**src/rtl/fpu_pkg.sv**
```systemverilog
// Shared FPU definitions: binary32 field widths, canned results, divider state encoding, operand classifier.
// Pure declarations, no logic of its own.
package fpu_pkg;

    localparam int EXP_W    = 8;
    localparam int MANT_W   = 23;
    localparam int EXP_BIAS = 127;

    localparam logic [31:0] QNAN    = 32'h7FC00000;
    localparam logic [31:0] POS_INF = 32'h7F800000;

    typedef enum logic [1:0] {
        S_IDLE   = 2'd0,
        S_DIVIDE = 2'd1,
        S_ROUND  = 2'd2,
        S_DONE   = 2'd3
    } fp_state_e;

    typedef struct packed {
        logic is_zero;
        logic is_inf;
        logic is_nan;
    } fp_class_t;

    // Denormals (exponent field 0) are treated as zero throughout the FPU.
    function automatic fp_class_t fp_classify_f(input logic [EXP_W+MANT_W-1:0] mag);
        fp_class_t c;
        c.is_zero = (mag[EXP_W+MANT_W-1:MANT_W] == '0);
        c.is_inf  = (mag[EXP_W+MANT_W-1:MANT_W] == '1) && (mag[MANT_W-1:0] == '0);
        c.is_nan  = (mag[EXP_W+MANT_W-1:MANT_W] == '1) && (mag[MANT_W-1:0] != '0);
        return c;
    endfunction

endpackage

```
**src/rtl/fp_classify.sv**
```systemverilog
// Combinational binary32 operand classifier (sign excluded); zero latency, no handshake.
// Exponent 0 reports zero regardless of mantissa; exponent all-ones splits into Inf / NaN.
module fp_classify
    import fpu_pkg::*;
(
    input  logic [30:0] i_mag,
    output logic        o_is_zero,
    output logic        o_is_inf,
    output logic        o_is_nan
);

    fp_class_t w_cls;

    assign w_cls     = fp_classify_f(i_mag);
    assign o_is_zero = w_cls.is_zero;
    assign o_is_inf  = w_cls.is_inf;
    assign o_is_nan  = w_cls.is_nan;

endmodule

```
**src/rtl/fp_divider.sv**
```systemverilog
// Sequential binary32 divider (restoring, 1 quotient bit/cycle, RNE); result 28 edges after accept, specials 1 edge.
// One op in flight: in_ready low until the output handshake; result held while out_ready is low. Option: FPDIV_FLAGS_EN.
module fp_divider #(
    parameter int QBITS    = 26,
    parameter int EXP_BIAS = 127
) (
    input  logic        clk,
    input  logic        rst_n,
    input  logic        in_valid,
    output logic        in_ready,
    input  logic [31:0] a,
    input  logic [31:0] b,
    output logic        out_valid,
    input  logic        out_ready,
    output logic [31:0] result
`ifdef FPDIV_FLAGS_EN
    ,
    output logic [4:0]  flags
`endif
);
    import fpu_pkg::*;

    localparam logic [1:0] ST_IDLE   = S_IDLE;
    localparam logic [1:0] ST_DIVIDE = S_DIVIDE;
    localparam logic [1:0] ST_ROUND  = S_ROUND;
    localparam logic [1:0] ST_DONE   = S_DONE;
    localparam logic [4:0] CNT_LAST  = 5'(QBITS - 1);

    logic [1:0]        r_state;
    logic [24:0]       r_rem;
    logic [23:0]       r_div;
    logic [QBITS-1:0]  r_quo;
    logic [4:0]        r_cnt;
    logic signed [9:0] r_exp;
    logic              r_sign;
    logic [31:0]       r_result;
    logic              r_out_valid;

    logic w_a_zero, w_a_inf, w_a_nan;
    logic w_b_zero, w_b_inf, w_b_nan;

    fp_classify u_cls_a (.i_mag(a[30:0]), .o_is_zero(w_a_zero), .o_is_inf(w_a_inf), .o_is_nan(w_a_nan));
    fp_classify u_cls_b (.i_mag(b[30:0]), .o_is_zero(w_b_zero), .o_is_inf(w_b_inf), .o_is_nan(w_b_nan));

    logic              w_sign;
    logic              w_special;
    logic [31:0]       w_spec_res;
    logic signed [9:0] w_exp_init;
`ifdef FPDIV_FLAGS_EN
    logic [4:0]        w_spec_flags;
    logic [4:0]        r_flags;
`endif

    assign w_sign     = a[31] ^ b[31];
    assign w_exp_init = $signed({2'b00, a[30:23]}) - $signed({2'b00, b[30:23]}) + $signed(10'(EXP_BIAS));

    // Flags are {invalid, div_by_zero, overflow, underflow, inexact}.
    always_comb begin
        w_special  = 1'b1;
        w_spec_res = QNAN;
`ifdef FPDIV_FLAGS_EN
        w_spec_flags = 5'b10000;
`endif
        if (w_a_nan || w_b_nan || (w_a_zero && w_b_zero) || (w_a_inf && w_b_inf)) begin
            w_spec_res = QNAN;
        end else if (w_b_zero) begin
            w_spec_res = POS_INF | {w_sign, 31'd0};
`ifdef FPDIV_FLAGS_EN
            w_spec_flags = 5'b01000;
`endif
        end else if (w_a_inf) begin
            w_spec_res = POS_INF | {w_sign, 31'd0};
`ifdef FPDIV_FLAGS_EN
            w_spec_flags = 5'b00000;
`endif
        end else if (w_b_inf || w_a_zero) begin
            w_spec_res = {w_sign, 31'd0};
`ifdef FPDIV_FLAGS_EN
            w_spec_flags = 5'b00000;
`endif
        end else begin
            w_special  = 1'b0;
            w_spec_res = 32'd0;
`ifdef FPDIV_FLAGS_EN
            w_spec_flags = 5'b00000;
`endif
        end
    end

    // One restoring step; the partial remainder is always below the divisor after subtraction.
    logic        w_ge;
    logic [23:0] w_rem_sub;
    logic [24:0] w_rem_next;

    assign w_ge       = (r_rem >= {1'b0, r_div});
    assign w_rem_sub  = w_ge ? 24'(r_rem - {1'b0, r_div}) : r_rem[23:0];
    assign w_rem_next = {w_rem_sub, 1'b0};

    logic              w_norm, w_guard, w_sticky, w_rnd_up, w_ovf, w_unf;
    logic [22:0]       w_frac;
    logic [23:0]       w_frac_sum;
    logic signed [9:0] w_exp_n, w_exp_r;
    logic [31:0]       w_rnd_res;

    always_comb begin
        w_norm     = r_quo[QBITS-1];
        w_frac     = w_norm ? r_quo[QBITS-2:2] : r_quo[QBITS-3:1];
        w_guard    = w_norm ? r_quo[1] : r_quo[0];
        w_sticky   = (r_rem != '0) || (w_norm && r_quo[0]);
        w_exp_n    = w_norm ? r_exp : r_exp - 10'sd1;
        w_rnd_up   = w_guard && (w_sticky || w_frac[0]);
        w_frac_sum = {1'b0, w_frac} + {23'd0, w_rnd_up};
        w_exp_r    = w_frac_sum[23] ? w_exp_n + 10'sd1 : w_exp_n;
        w_ovf      = (w_exp_r >= 10'sd255);
        w_unf      = (w_exp_r <= 10'sd0);
        if (w_ovf) begin
            w_rnd_res = POS_INF | {r_sign, 31'd0};
        end else if (w_unf) begin
            w_rnd_res = {r_sign, 31'd0};
        end else begin
            w_rnd_res = {r_sign, w_exp_r[7:0], w_frac_sum[22:0]};
        end
    end

    always_ff @(posedge clk) begin
        if (!rst_n) begin
            r_state     <= ST_IDLE;
            r_rem       <= '0;
            r_div       <= '0;
            r_quo       <= '0;
            r_cnt       <= '0;
            r_exp       <= '0;
            r_sign      <= 1'b0;
            r_result    <= 32'd0;
            r_out_valid <= 1'b0;
`ifdef FPDIV_FLAGS_EN
            r_flags     <= 5'b0;
`endif
        end else begin
            case (r_state)
                ST_IDLE: begin
                    if (in_valid) begin
                        r_sign <= w_sign;
                        if (w_special) begin
                            r_result <= w_spec_res;
`ifdef FPDIV_FLAGS_EN
                            r_flags  <= w_spec_flags;
`endif
                            r_state  <= ST_DONE;
                        end else begin
                            r_rem   <= {2'b01, a[22:0]};
                            r_div   <= {1'b1, b[22:0]};
                            r_quo   <= '0;
                            r_cnt   <= '0;
                            r_exp   <= w_exp_init;
                            r_state <= ST_DIVIDE;
                        end
                    end
                end
                ST_DIVIDE: begin
                    r_rem <= w_rem_next;
                    r_quo <= {r_quo[QBITS-2:0], w_ge};
                    r_cnt <= r_cnt + 5'd1;
                    if (r_cnt == CNT_LAST) begin
                        r_state <= ST_ROUND;
                    end
                end
                ST_ROUND: begin
                    r_result <= w_rnd_res;
`ifdef FPDIV_FLAGS_EN
                    r_flags  <= {2'b00, w_ovf, w_unf, w_ovf || w_unf || w_guard || w_sticky};
`endif
                    r_state  <= ST_DONE;
                end
                ST_DONE: begin
                    if (r_out_valid && out_ready) begin
                        r_state <= ST_IDLE;
                    end
                end
                default: r_state <= ST_IDLE;
            endcase
            // out_valid trails entry into DONE by one edge and drops on the handshake edge.
            r_out_valid <= (r_state == ST_DONE) && !(r_out_valid && out_ready);
        end
    end

    assign in_ready  = (r_state == ST_IDLE);
    assign out_valid = r_out_valid;
    assign result    = r_result;
`ifdef FPDIV_FLAGS_EN
    assign flags     = r_flags;
`endif

endmodule
```
**config.mk**
```make
export PLATFORM = sky130hd
export DESIGN_NAME = fp_divider
export DESIGN_NICKNAME = d
export VERILOG_FILES = /design/src/rtl/fpu_pkg.sv /design/src/rtl/fp_classify.sv /design/src/rtl/fp_divider.sv
export SDC_FILE = /design/constraint.sdc
export NUM_CORES = 1
export LEC_CHECK = 0
export ABC_AREA = 1
export ABC_CLOCK_PERIOD_IN_PS = 6600
export BUFFER_PORTS_ARGS = -buffer_cell sky130_fd_sc_hd__buf_2
export CAP_MARGIN = 0
export CORE_MARGIN = 2
export CORE_UTILIZATION = 35
export DETAILED_ROUTE_END_ITERATION = 10
export PLACE_DENSITY = 0.59
export SETUP_SLACK_MARGIN = 0.1
export SYNTH_ARGS = -nofsm -noshare
export SYNTH_HDL_FRONTEND = slang
export SYNTH_SLANG_ARGS = --single-unit
```
**constraint.sdc**
```tcl
create_clock -name clk -period 6.6 [get_ports clk]
set_input_delay 0 -clock clk [delete_from_list [all_inputs] [get_ports clk]]
set_output_delay 0 -clock clk [all_outputs]
set_load 0.05 [all_outputs]
```
==> impl_metrics.json <==
{
  "netSwitchingPower_w": 0.00221,
  "slew-limit-headroom_pct": 27.4,
  "postSynth.asyncResetShare_pct": 0,
  "clock_power_share_pct": 19.4,
  "setup_total_negative_slack_ns": 0,
  "floorplan.core_area_sq_um": 25200,
  "intPower_w": 0.00225,
  "netlist.top_cell.by_area": "sky130_fd_sc_hd__dfxtp_1",
  "synth-edff-count": 0,
  "ir_worst_vdd_mv": 0.241,
  "post-cts-setup-buffer-count": 0,
  "dr.first_iter.drc_count": 602,
  "critPathKind": "input port to flop",
  "route.detailed.drc": 0,
  "postRouteWirelength_mm": 26.0,
  "worst_setup_path_end_kind": "flop",
  "cts.sinks": 126,
  "worstPathRequired_ns": 6.94,
  "fin_crit_sh_pct": 53.9,
  "place_ws_ns": 3.20,
  "die_area_sq_um": 26900,
  "synth_cell_types": 46,
  "max_clock_freq_ghz": 0.281,
  "ctsResizeCount": 0,
  "finish.utilization_pct": 42.2,
  "maxSlewViolCount": 0,
  "finClkSkew_ns": 0.00925,
  "crit_path_cell_trace": "dlygate4sd3_1, buf_2, nor2_1, nand3_1, nor2_1, nand3_1, o21ai_0, nor3_1, nand3_1, nand2_1, inv_2, nand2_1, nor3_1, nand3_1, a21oi_1",
  "p_leak_nw": 4.59,
  "worst_skew_pair.late_latency_ns": 0.42,
  "avgRoutedWirePerCell_um": 13.9,
  "timing.rr.start": "r_quo[25]",
  "groute.usage.overall_pct": 19.9,
  "post-route-min-period_ns": 3.56,
  "r2r_slack_ns": 3.33,
  "layout-area-overhead-vs-synth_pct": 18.7,
  "clock_tree.htree_level_count": 4,
  "tritoncts.num_buffers": 17,
  "die_w_um": 164,
  "crit_arrival_ns": 3.89,
  "layout.cells.most_common": "sky130_fd_sc_hd__nand2_1",
  "worst_r2r_path_depth": 18,
  "firstDrtPassIters": 5,
  "final_nets": 1642,
  "path_max_fanout": 23,
  "critPathCapture": "result[3]",
  "routed-via-count": 9343,
  "report.final.hold_viol_count": 0,
  "most-common-layout-cells": "sky130_fd_sc_hd__nand2_1, sky130_fd_sc_hd__a21oi_1, sky130_fd_sc_hd__inv_1",
  "ys_top_cells_by_area": "sky130_fd_sc_hd__dfxtp_1, sky130_fd_sc_hd__nand2_1, sky130_fd_sc_hd__a21oi_1",
  "finalHoldWorstSlack_ns": 0.00832,
  "synthCells": 1413,
  "timing.critical_path.slowest_stage_cell": "sky130_fd_sc_hd__dlygate4sd3_1",
  "ioPinCount": 102,
  "post_synth.cell_area_avg_sq_um": 6.34,
  "number_of_antenna_violations_at_the_first_check_in_global_routing": 0,
  "setup_repair_after_global_routing_missed_its_margin": "no",
  "synthesis.yosys.warnings": 0,
  "grt_start_max_net_pins": 61,
  "combinationalPowerShare_pct": 57.7,
  "cts-root-to-sink-buffers": 2,
  "dieHeight_um": 164,
  "type_of_the_tightest_min_delay_check": "input port to flop",
  "timing.final.setup_violations": 0,
  "post-route-worst-setup-slack_ns": 3.04,
  "grt_pass1_vias": 8746,
  "worstSetupStartpoint": "a[2]",
  "clk_root_buffer_cell": "sky130_fd_sc_hd__clkbuf_16",
  "cp_common_cell": "sky130_fd_sc_hd__nand3_1",
  "yosysTopAreaCellShare_pct": 28.2,
  "critical_path.reg2reg.endpoint": "result[3]",
  "std_cell_rows": 58,
  "globalplace.congestion": 0.956,
  "placement.io_buffers": 101,
  "grt.overflow.total": 0,
  "run_status": "complete, no violations",
  "pwr-share-seq_pct": 22.9,
  "route.detailed.vias_per_inst": 4.99,
  "synth_sequential_area_ratio_pct": 28.2,
  "power.density_cell_area_nw_per_um2": 419,
  "clkSlewWorstSetupHoldPaths_ns": 0.06,
  "dp.final_hpwl_mm": 19.6,
  "cap_violations": 0,
  "timing.critical_path.slowest_cell_delay_ns": 0.54,
  "worst-slew-pin-transition_ns": 1.09,
  "detail-route-antenna-nets": 0,
  "diodes": 0,
  "synth.cell_area_sq_um": 8960,
  "tritoncts_clock_tree": "done",
  "synth_ff_type": "sky130_fd_sc_hd__dfxtp_1",
  "synth-seq-cells": 126,
  "drive_gt1_share_pct": 12.2,
  "worstSetupStartpointType": "input port",
  "cts.hold.buffers_added": 44,
  "synth_nets": 1525,
  "grt_pass1_wl_mm": 42.8,
  "swShare_pct": 49.5,
  "floorplan.initialDensity_pct": 35.6
}
## power by group through the flow
stage / Clock [W] / Sequential, W / Combinational [W]
after floorplan: 0 / 0.00110 / 0.00189
after global placement: 0 / 0.00103 / 0.00252
after detailed placement: 0 / 0.00103 / 0.00253
after CTS: 0.000880 / 0.00102 / 0.00256
after global routing: 0.000911 / 0.00104 / 0.00292
final: 0.000865 / 0.00102 / 0.00257
## synth_stat cells (all sizes together) (6+ instances only)
library cell and number:
a211oi 6, nand2 359, o211ai 8, buf 17, ha 42, dfxtp 126, xnor2 17, nand4 25
inv 162, nand3 80, nor2 144, o21ai 116, nor4 9, clkbuf 39, nor3 21, a21oi 179
xor2 34
## stage by stage
stage	area [sq um]	total power [W]	std cells
global placement	9670	0.00355	1797
global route	10600	0.00487	1871
finish	10600	0.00446	1871
detailed placement	9670	0.00356	1797
floorplan	8960	0.00299	1413
CTS	10600	0.00446	1871
## worst max-delay path, delay by kind of cell
family | cells | cell delay [ns]
AOI/OAI and AO/OA | 2 | 0.57
and+or+nand+nor | 10 | 2.14
buffers and inverters | 3 | 1.17
## per-layer routing
layer  part of all wire [%]  vias to the layer above  track usage, %
met5                      0                        -               0
met3                    4.3                       25            3.38
li1                       -                     4872               -
met4                    1.2                        0            5.18
met2                     45                      183            32.3
met1                     49                     4263            27.2
## area by class of cell
cell class	instances	area [sq um]
clock buffers	23	458
clock inverters	7	66.3
fillers	2689	14600
inverters	163	616
multi-input cells	1068	5540
flip-flops and latches	126	2520
well taps	330	413
repair buffers	154	1010
## worst min path at each step
stage                    from         to  slack (ns)  cells after the start
global route            a[10]  r_rem[10]        0.02                      5
global placement         b[0]   r_div[0]        0.27                      3
floorplan                b[0]   r_div[0]        0.14                      2
finish                   a[3]   r_rem[3]       0.008                      5
CTS                      a[8]   r_rem[8]      0.0005                      5
detailed placement  out_ready  out_valid        0.27                      4
## flip-flops by register name, indices dropped and copies added (netlist names)
| register | flops |
|---|---|
| r_div | 24 |
| out_valid | 1 |
| r_exp | 10 |
| r_rem | 25 |
| r_quo | 26 |
| r_sign | 1 |
| r_cnt | 5 |
| result | 32 |
| r_state | 2 |
## cell families (layout without fill, tap and decap cells)
| logic type | count (synthesis) | count (layout) | share of synthesized area [%] |
|---|---|---|---|
| flops | 126 | 126 | 28.2 |
| fa+ha+maj | 44 | 44 | 6.31 |
| simple gates | 647 | 647 | 31.2 |
| buf+inv | 219 | 347 | 10.1 |
| xor+xnor | 51 | 51 | 4.99 |
| compound gates | 326 | 326 | 19.2 |
No activity file was read; power rests on OpenSTA's default activity.
